`config.mk`:
```
export PLATFORM = sky130hd
export DESIGN_NAME = oam_dma
export DESIGN_NICKNAME = d
export VERILOG_FILES = /design/src/rtl/oam_dma.sv
export SDC_FILE = /design/constraint.sdc
export NUM_CORES = 1
export LEC_CHECK = 0
export ABC_AREA = 0
export BUFFER_PORTS_ARGS = -buffer_cell sky130_fd_sc_hd__buf_4
export CAP_MARGIN = 20
export CORE_MARGIN = 2
export CORE_UTILIZATION = 56
export CTS_BUF_LIST = sky130_fd_sc_hd__clkbuf_8 sky130_fd_sc_hd__clkbuf_16
export CTS_CLUSTER_DIAMETER = 150
export DETAILED_ROUTE_END_ITERATION = 8
export PLACE_DENSITY = 0.9
export SLEW_MARGIN = 20
export SYNTH_ARGS = -nofsm -noshare
export SYNTH_HDL_FRONTEND = slang
export SYNTH_SLANG_ARGS = --single-unit
```
`constraint.sdc`:
```
create_clock -name i_clk -period 5.5 [get_ports i_clk]
set_input_delay 0.275 -clock i_clk [delete_from_list [all_inputs] [get_ports i_clk]]
set_output_delay 0.275 -clock i_clk [all_outputs]
set_load 0.01 [all_outputs]
```
`src/rtl/oam_dma.sv`:
```
// rtl/oam_dma.sv - sprite-OAM DMA bus master (256-byte page copy into PPU OAMDATA)
//
// Optional feature macro: OAM_DMA_ALIGN_EN
//   defined     : parity bit and ALIGN state present; a transfer whose HALT cycle
//                 lands on parity 0 inserts one dummy cycle so reads fall on parity 0.
//   not defined : HALT always goes straight to READ.
//
// Ports:
//   i_clk      system clock (CPU cycle rate)
//   i_reset    synchronous active-high reset
//   i_start    one-cycle strobe from the decoder on a CPU write to $4014
//   i_page     source page, sampled with i_start
//   o_halt     holds the CPU and claims the bus
//   o_busy     transfer in progress (same as o_halt)
//   o_bus_en   this block drives address/rw/data this cycle
//   o_address  bus address
//   o_rw       1 = read, 0 = write
//   o_data     write data
//   i_data     read data returned by the bus on read cycles

module oam_dma #(
    parameter logic [15:0] TARGET_ADDR = 16'h2004,
    parameter int          LENGTH      = 256
) (
    input  logic        i_clk,
    input  logic        i_reset,
    input  logic        i_start,
    input  logic [7:0]  i_page,
    output logic        o_halt,
    output logic        o_busy,
    output logic        o_bus_en,
    output logic [15:0] o_address,
    output logic        o_rw,
    output logic [7:0]  o_data,
    input  logic [7:0]  i_data
);

    localparam logic [7:0] LAST_INDEX = 8'(LENGTH - 1);

    typedef enum logic [2:0] {
        S_IDLE,
        S_HALT,
`ifdef OAM_DMA_ALIGN_EN
        S_ALIGN,
`endif
        S_READ,
        S_WRITE
    } state_t;

    state_t      r_state;
    logic [7:0]  r_page;
    logic [7:0]  r_index;
    logic        r_halt;
    logic        r_bus_en;
    logic [15:0] r_address;
    logic        r_rw;
    logic [7:0]  r_data;
`ifdef OAM_DMA_ALIGN_EN
    logic        r_parity;
`endif

    state_t      w_state_next;
    logic [7:0]  w_page_next;
    logic [7:0]  w_index_next;
    logic        w_halt_next;
    logic        w_bus_en_next;
    logic [15:0] w_address_next;
    logic        w_rw_next;
    logic [7:0]  w_data_next;

    // Next state plus the output values for the cycle that state occupies;
    // outputs are therefore registered alongside the state.
    always_comb begin
        w_state_next   = r_state;
        w_page_next    = r_page;
        w_index_next   = r_index;
        w_data_next    = r_data;
        w_address_next = r_address;

        case (r_state)
            S_IDLE: begin
                if (i_start) begin
                    w_page_next  = i_page;
                    w_index_next = 8'h00;
                    w_state_next = S_HALT;
                end
            end
            S_HALT: begin
`ifdef OAM_DMA_ALIGN_EN
                // Reads must land on parity 0; READ follows HALT, so HALT on
                // parity 0 would put the first READ on parity 1.
                w_state_next = r_parity ? S_READ : S_ALIGN;
`else
                w_state_next = S_READ;
`endif
            end
`ifdef OAM_DMA_ALIGN_EN
            S_ALIGN: w_state_next = S_READ;
`endif
            S_READ: begin
                w_data_next  = i_data;
                w_state_next = S_WRITE;
            end
            S_WRITE: begin
                if (r_index == LAST_INDEX) begin
                    w_state_next = S_IDLE;
                end else begin
                    w_index_next = r_index + 8'd1;
                    w_state_next = S_READ;
                end
            end
            default: w_state_next = S_IDLE;
        endcase

        w_halt_next   = (w_state_next != S_IDLE);
        w_bus_en_next = (w_state_next == S_READ) || (w_state_next == S_WRITE);
        w_rw_next     = (w_state_next != S_WRITE);
        if (w_state_next == S_READ) begin
            // 8-bit index concatenated under the page: never carries out of the page.
            w_address_next = {w_page_next, w_index_next};
        end else if (w_state_next == S_WRITE) begin
            w_address_next = TARGET_ADDR;
        end
    end

    always_ff @(posedge i_clk) begin
        if (i_reset) begin
            r_state   <= S_IDLE;
            r_page    <= 8'h00;
            r_index   <= 8'h00;
            r_halt    <= 1'b0;
            r_bus_en  <= 1'b0;
            r_address <= 16'h0000;
            r_rw      <= 1'b1;
            r_data    <= 8'h00;
        end else begin
            r_state   <= w_state_next;
            r_page    <= w_page_next;
            r_index   <= w_index_next;
            r_halt    <= w_halt_next;
            r_bus_en  <= w_bus_en_next;
            r_address <= w_address_next;
            r_rw      <= w_rw_next;
            r_data    <= w_data_next;
        end
    end

`ifdef OAM_DMA_ALIGN_EN
    // Free-running CPU get/put cycle parity.
    always_ff @(posedge i_clk) begin
        if (i_reset) begin
            r_parity <= 1'b0;
        end else begin
            r_parity <= ~r_parity;
        end
    end
`endif

    assign o_halt    = r_halt;
    assign o_busy    = r_halt;
    assign o_bus_en  = r_bus_en;
    assign o_address = r_address;
    assign o_rw      = r_rw;
    assign o_data    = r_data;

endmodule

```
# ---- Word-level counts from Yosys, hierarchy flattened
# Index checks and enable logic that the tools add are counted.
dict set report word_totals {
  ff_bits 46
  output_inout_bits 28
  inputBits 19
}
dict set report classes {
  add_sub_neg 1
  mux 10
  eq_ne 7
  n_reduce_logical 4
}
# cell count
set op_table {}
lappend op_table {{16-bit 2-to-1 mux} 2}
lappend op_table {{8-bit 2-to-1 mux} 4}
lappend op_table {{8-bit one-hot mux with 2 select lines} 1}
lappend op_table {{3-bit by 2-bit == test with 1-bit output, second input constant} 4}
lappend op_table {{3-bit one-hot mux with 4 select lines} 1}
lappend op_table {{8-bit by 1-bit adder with 8-bit output, second input constant} 1}
lappend op_table {{8-bit == test, second input constant} 1}
lappend op_table {{3-bit by 1-bit == test with 1-bit output, second input constant} 1}
lappend op_table {{3-bit zero test} 1}
lappend op_table {{3-bit 2-to-1 mux} 1}
lappend op_table {{3-bit by 2-bit != test with 1-bit output, second input constant} 1}
lappend op_table {{3-bit nonzero test} 1}
lappend op_table {{2-bit 2-to-1 mux} 1}
lappend op_table {{2-bit nonzero test} 1}
lappend op_table {{1-bit logical OR} 1}

# ---- Longest topological paths before layout
dict set report logic_depth {
  depth_word 6
  ltp_mapped 7
  depth_no_buf 5
}

# ---- Worst setup path before layout
# No wires, ideal clock.
dict set report synth_path {
  path_type {register to register}
  from {reg r_index[0]}
  to {reg r_index[3]}
  path_buffers 1
  t_required_ps 5435
  setup_time_ps 65
  setup_slack_ps 3738
  stages_incl_launch_ff 7
  arrival_ps 1697
  cell_sequence {dfxtp_1 ha_1 and4_1 buf_2 a2111o_1 mux2_1 nor2_1}
}
dict set report synth_between {
  elab_chain_cells 3
  elab_cells_between_ends 4
  cone_classes {1 x add/sub; 1 x eq/ne; 2 x mux}
}
# item line
set synth_rtl {}
lappend synth_rtl {{from (decl)} 52} ;# logic [7:0] r_index;
lappend synth_rtl {{from (signal assigned)} 139} ;# r_index <= w_index_next;
lappend synth_rtl {{8-bit by 1-bit adder with 8-bit output or 8-bit == test (tied branches)} {108, 105}}
lappend synth_rtl {{8-bit 2-to-1 mux (*)} 105} ;# if (r_index == LAST_INDEX) begin
lappend synth_rtl {{8-bit one-hot mux with 2 select lines (*)} 80} ;# case (r_state)
# Mark *: on every way between the ends. The rest lies on a longest branch, timed or not.
# A chain may end at the register's enable or synchronous reset.

# ---- Final worst setup path
dict set report layout_path {
  from {reg r_index[0]}
  to {reg r_address[10], in the netlist o_address[10]}
}
dict set report layout_between {
  elab_chain_cells 5
  elab_cells_between_ends 7
  cone_classes {3 x eq/ne; 3 x mux; 1 x reduce/logical}
}
# item line
set layout_rtl {}
lappend layout_rtl {{8-bit == test (*)} 105}
lappend layout_rtl {{2-bit 2-to-1 mux (*)} 105}
lappend layout_rtl {{3-bit one-hot mux with 4 select lines (*)} 80}
lappend layout_rtl {{3-bit by 2-bit == test with 1-bit output (on tied branches)} {118, 121}}
lappend layout_rtl {{16-bit 2-to-1 mux or 2-bit nonzero test (tied branches)} -}
lappend layout_rtl {{to (signal assigned)} 142} ;# r_address <= w_address_next;
lappend layout_rtl {{to (decl)} 55} ;# logic [15:0] r_address;
# Marks and branches as above.

==> flow_results.org <==
** Layout
- Leaving out fill and tap cells, the most frequent cells in the layout are buf_4, dfxtp_1, nand2_1.
- Fill cells in the final layout number 267.
- After the last flow step, the layout net total stands at 259.
- Antenna Cells :: 0
- From synthesis to final layout, the design area changed by 22.18%.
- Share of cells above drive strength 1 :: 0.2583

** STA
- Clock Skew :: 0.004623 ns
- Setup violations, final :: 0
- At the pin with the least slew margin, the transition time is 0.7288 ns.
- The number of pins exceeding their max-slew limit in the final report came to 0.
- Final worst hold slack :: 0.2119 ns
- Slew Limit Headroom :: 0.5142
- After layout, the minimum clock period comes to 2.138 ns.
- The hold violation total from the final report was 0.
- For this run, the top clock speed supported by timing is 467.8 MHz.
- Of the available clock period, the critical path in the final layout requires 0.3887.
- Setup total negative slack :: 0 ns
- Setup repair after global routing left no endpoint under its margin.

** Route
- Count of antenna-violating nets left after detailed routing :: 0
- For this run, design rule violations remaining after detail routing come to 0.
- Total wirelength of the detailed-routed design :: 3934 µm
- Mean number of vias per cell :: around 5.4
- After detailed routing, the average wire length per cell comes to 13.76 µm.
- The routed layout has 1556 vias.
- Number of search-and-repair iterations in the first detailed-routing pass :: 4
- For this block, the initial DRC count from the detailed router was 71.

** Clocking
- Number of gates given a new drive strength after cts :: 0
- The number of setup buffers added after CTS is 0.
- For this design, the CTS-stage hold fixing added 0 buffers.
- TritonCTS built the clock tree.
- Counting every sink on the clock net gives 46.
- Clock root cell :: clkbuf_8
- Maximum level of the CTS H-tree :: 2
- Worst-Skew Late Latency :: 0.30 ns
- No sink is reached through more buffers than the 2 on the longest clock path.
- TritonCTS created 5 clock buffers.
- After clock tree synthesis, the clock-pin slew on the worst setup and hold paths is 0.08 ns.

** Synth
- Measured against the total synthesized area, the mux share comes to 0.02258.
- Total standard cell area after synthesis :: 0.001884 mm²
- By area the synthesized netlist is led by dfxtp_1, nand2_1, a22o_1.
- For this run, the register share of the synthesized area comes to 0.4887.
- For this run, the number of Yosys warnings is 0.
- The synthesized design spends more area on one cell type than any other, namely dfxtp_1.
- The post-synthesis compound-gate area fraction came to 0.2025.
- XOR/XNOR Fraction of Synth Area :: 0.01394
- By area, the combinational part of the netlist is dominated by simple AND/OR/NAND/NOR gates.
- A synthesized cell averages between 9 and 10 µm².
- Fraction of the mapped netlist area in adder cells :: 0.006640
- Synthesized netlist cell count :: 200
- Number of synthesized flops with an enable pin :: 0
- Number of nets produced by synthesis :: 220
- Synthesis inferred 46 register bits.
- Of the total synthesized cell area, the portion taken by AND, OR, NAND and NOR gates is 0.2072.
- After synthesis, the share of flip-flops with an asynchronous set or reset is 0.
- Primary FF master, synth :: dfxtp_1
- The netlist uses 50 different library cells.
- Synth top area share :: 0.4887

** Power
- The share of total power dissipated in combinational logic is 0.063.
- Power density cells :: 273.1 mW/mm²
- Of the total power, the share spent switching nets is 0.2182.
- Part of the total power dissipated in the clock network :: 0.390
- Static Leakage :: 0.0009057 µW
- Summed over all nets, the switching power comes to 137.2 µW.
- Internal power comes to 491.5 µW.
- Of the total power, registers draw 0.547.
- Worst vdd rail ir drop :: 0.0002333 V

** Setup path
- First element of the critical path :: r_index[0]
- The worst register-to-register path ends at o_address[10].
- Slowest-stage cell, CP :: nor2_2
- The worst setup path is of the reg2reg kind.
- The number of buffers and inverters on the critical path is 0.
- The critical path goes through ha_1, and4_1, a41oi_2, nor2_2, a22o_1.
- Startpoint of the worst-slack reg-to-reg timing path :: r_index[0]
- Largest delay share family, worst path :: simple AND/OR/NAND/NOR gates
- In this design, the stage delay of the slowest critical-path cell is 0.53 ns.
- Capturing instance or port of the critical path :: o_address[10]
- Register-to-register setup slack :: 3.36 ns
- WP depth :: 5
- Maximum fanout encountered on the critical timing path :: 14
- Required @ worst endpoint :: 5.75 ns
- Critical Path End Type :: flop
- The worst register-to-register path has a depth of 5.
- For the worst setup path, the data arrival time is 2.38 ns.
- Critical path startpoint category :: flop

** Floorplanning
- I/O pins :: 47
- The die is 62.01 µm wide.
- Die outline height :: slightly above 60 µm
- The total area inside the core boundary comes to around 0.0033 mm².
- Rows :: 21
- The floorplan step defined a die boundary enclosing 0.003845 mm².
- Initial Utilization :: 0.5737

** Worst hold path
- Worst min path class :: in2reg

** Outcome
- Run status :: finished clean

** Place
- Summed over all nets, the half-perimeter wirelength after detailed placement is 2796 µm.
- Global placer's final weighted congestion :: between 0.8 and 0.9
- Number of input and output port buffers inserted :: 46

** Global route
- Entering global routing, the biggest net connects 34 pins.
- Remaining global-route overflow :: 0
- The initial antenna violation count came to 0.
- For this run, the total global-route usage over all layers was measured as 0.2150.
- The via count of the first global-routing pass came to 1417.
- The first global-routing pass estimated ~6000 µm of wire.

** Run
- Across the run, the number of max-cap violations was 0.
-- per-stage QoR --
step	utilization	power, µW	instance area [µm²]	instances	setup WS (ns)
floorplan	-	374.7	1884	200	3.738
global placement	0.6674	390.6	2192	278	3.471
detailed placement	0.6674	391.7	2192	278	3.403
CTS	0.7010	634.9	2302	286	3.378
global route	0.7010	650.1	2302	286	3.231
finish	0.7010	628.7	2302	286	3.362
-- synth_stat cells (all sizes together), types with 3 or more instances --
library cell   n
o2bb2ai        3
a211oi         3
clkbuf         4
nor4           3
nor3           6
and4           3
a21oi         17
dfxtp         46
nand3          4
inv            3
nor2          11
nand2         39
o21ai          3
buf           10
a22o          11
-- routing by layer --
metal | wire length [µm] | part of all wire | global-route usage
met4 | 27 | 0.0069 | 0.06991
met3 | 224 | 0.057 | 0.06625
met5 | 0 | 0 | 0
met2 | 1996 | 0.51 | 0.3839
met1 | 1686 | 0.43 | 0.2423
-- layout make-up --
cell class              count  area [µm²]  share of cell area
inverters                   3       11.26            0.004891
flip-flops and latches     46       920.9              0.4000
multi-input cells         137       857.1              0.3723
well taps                  46       57.56             0.02500
clock inverters             3       41.29             0.01793
clock buffers               5       68.82             0.02989
repair buffers             46       345.3              0.1500
-- cells by family after synthesis --
logic type	count (synthesis)
buffers and inverters	17
AO/OA/AOI/OAI	50
adder cells (fa/ha/maj)	1
flip-flops	46
other	1
XOR/XNOR	3
multiplexers	4
AND/OR/NAND/NOR	78
-- flip-flops by register name (all words and copies together), names as in the netlist --
name / flops
o_address: 16
o_data: 8
r_index: 8
r_page: 8
r_state: 3
o_bus_en: 1
o_busy: 1
o_rw: 1
-- worst register-to-register path: stages, from the launching register on --
cell     delay [ns]
dfxtp_1        0.41
ha_1           0.30
and4_1         0.41
a41oi_2        0.20
nor2_2         0.53
a22o_1         0.24
-- power groups by stage --
stage	logic (µW)	registers [µW]	clock network, µW
CTS	39.9	344	251
global route	43.5	345	261
finish	39.5	344	245
floorplan	24.6	350	0
global placement	38.8	352	0
detailed placement	39.7	352	0
-- worst min-delay path by stage --
stage	startpoint	endpoint	slack, ns	cells past startpoint
detailed placement	o_data[3]	o_data[3]	0.45	2
global placement	o_data[4]	o_data[4]	0.44	2
finish	i_data[2]	o_data[2]	0.21	3
global route	i_data[0]	o_data[0]	0.22	3
floorplan	i_reset	r_page[0]	0.36	1
CTS	i_data[2]	o_data[2]	0.20	3
Note: power is estimated with default switching activity, not from simulation.
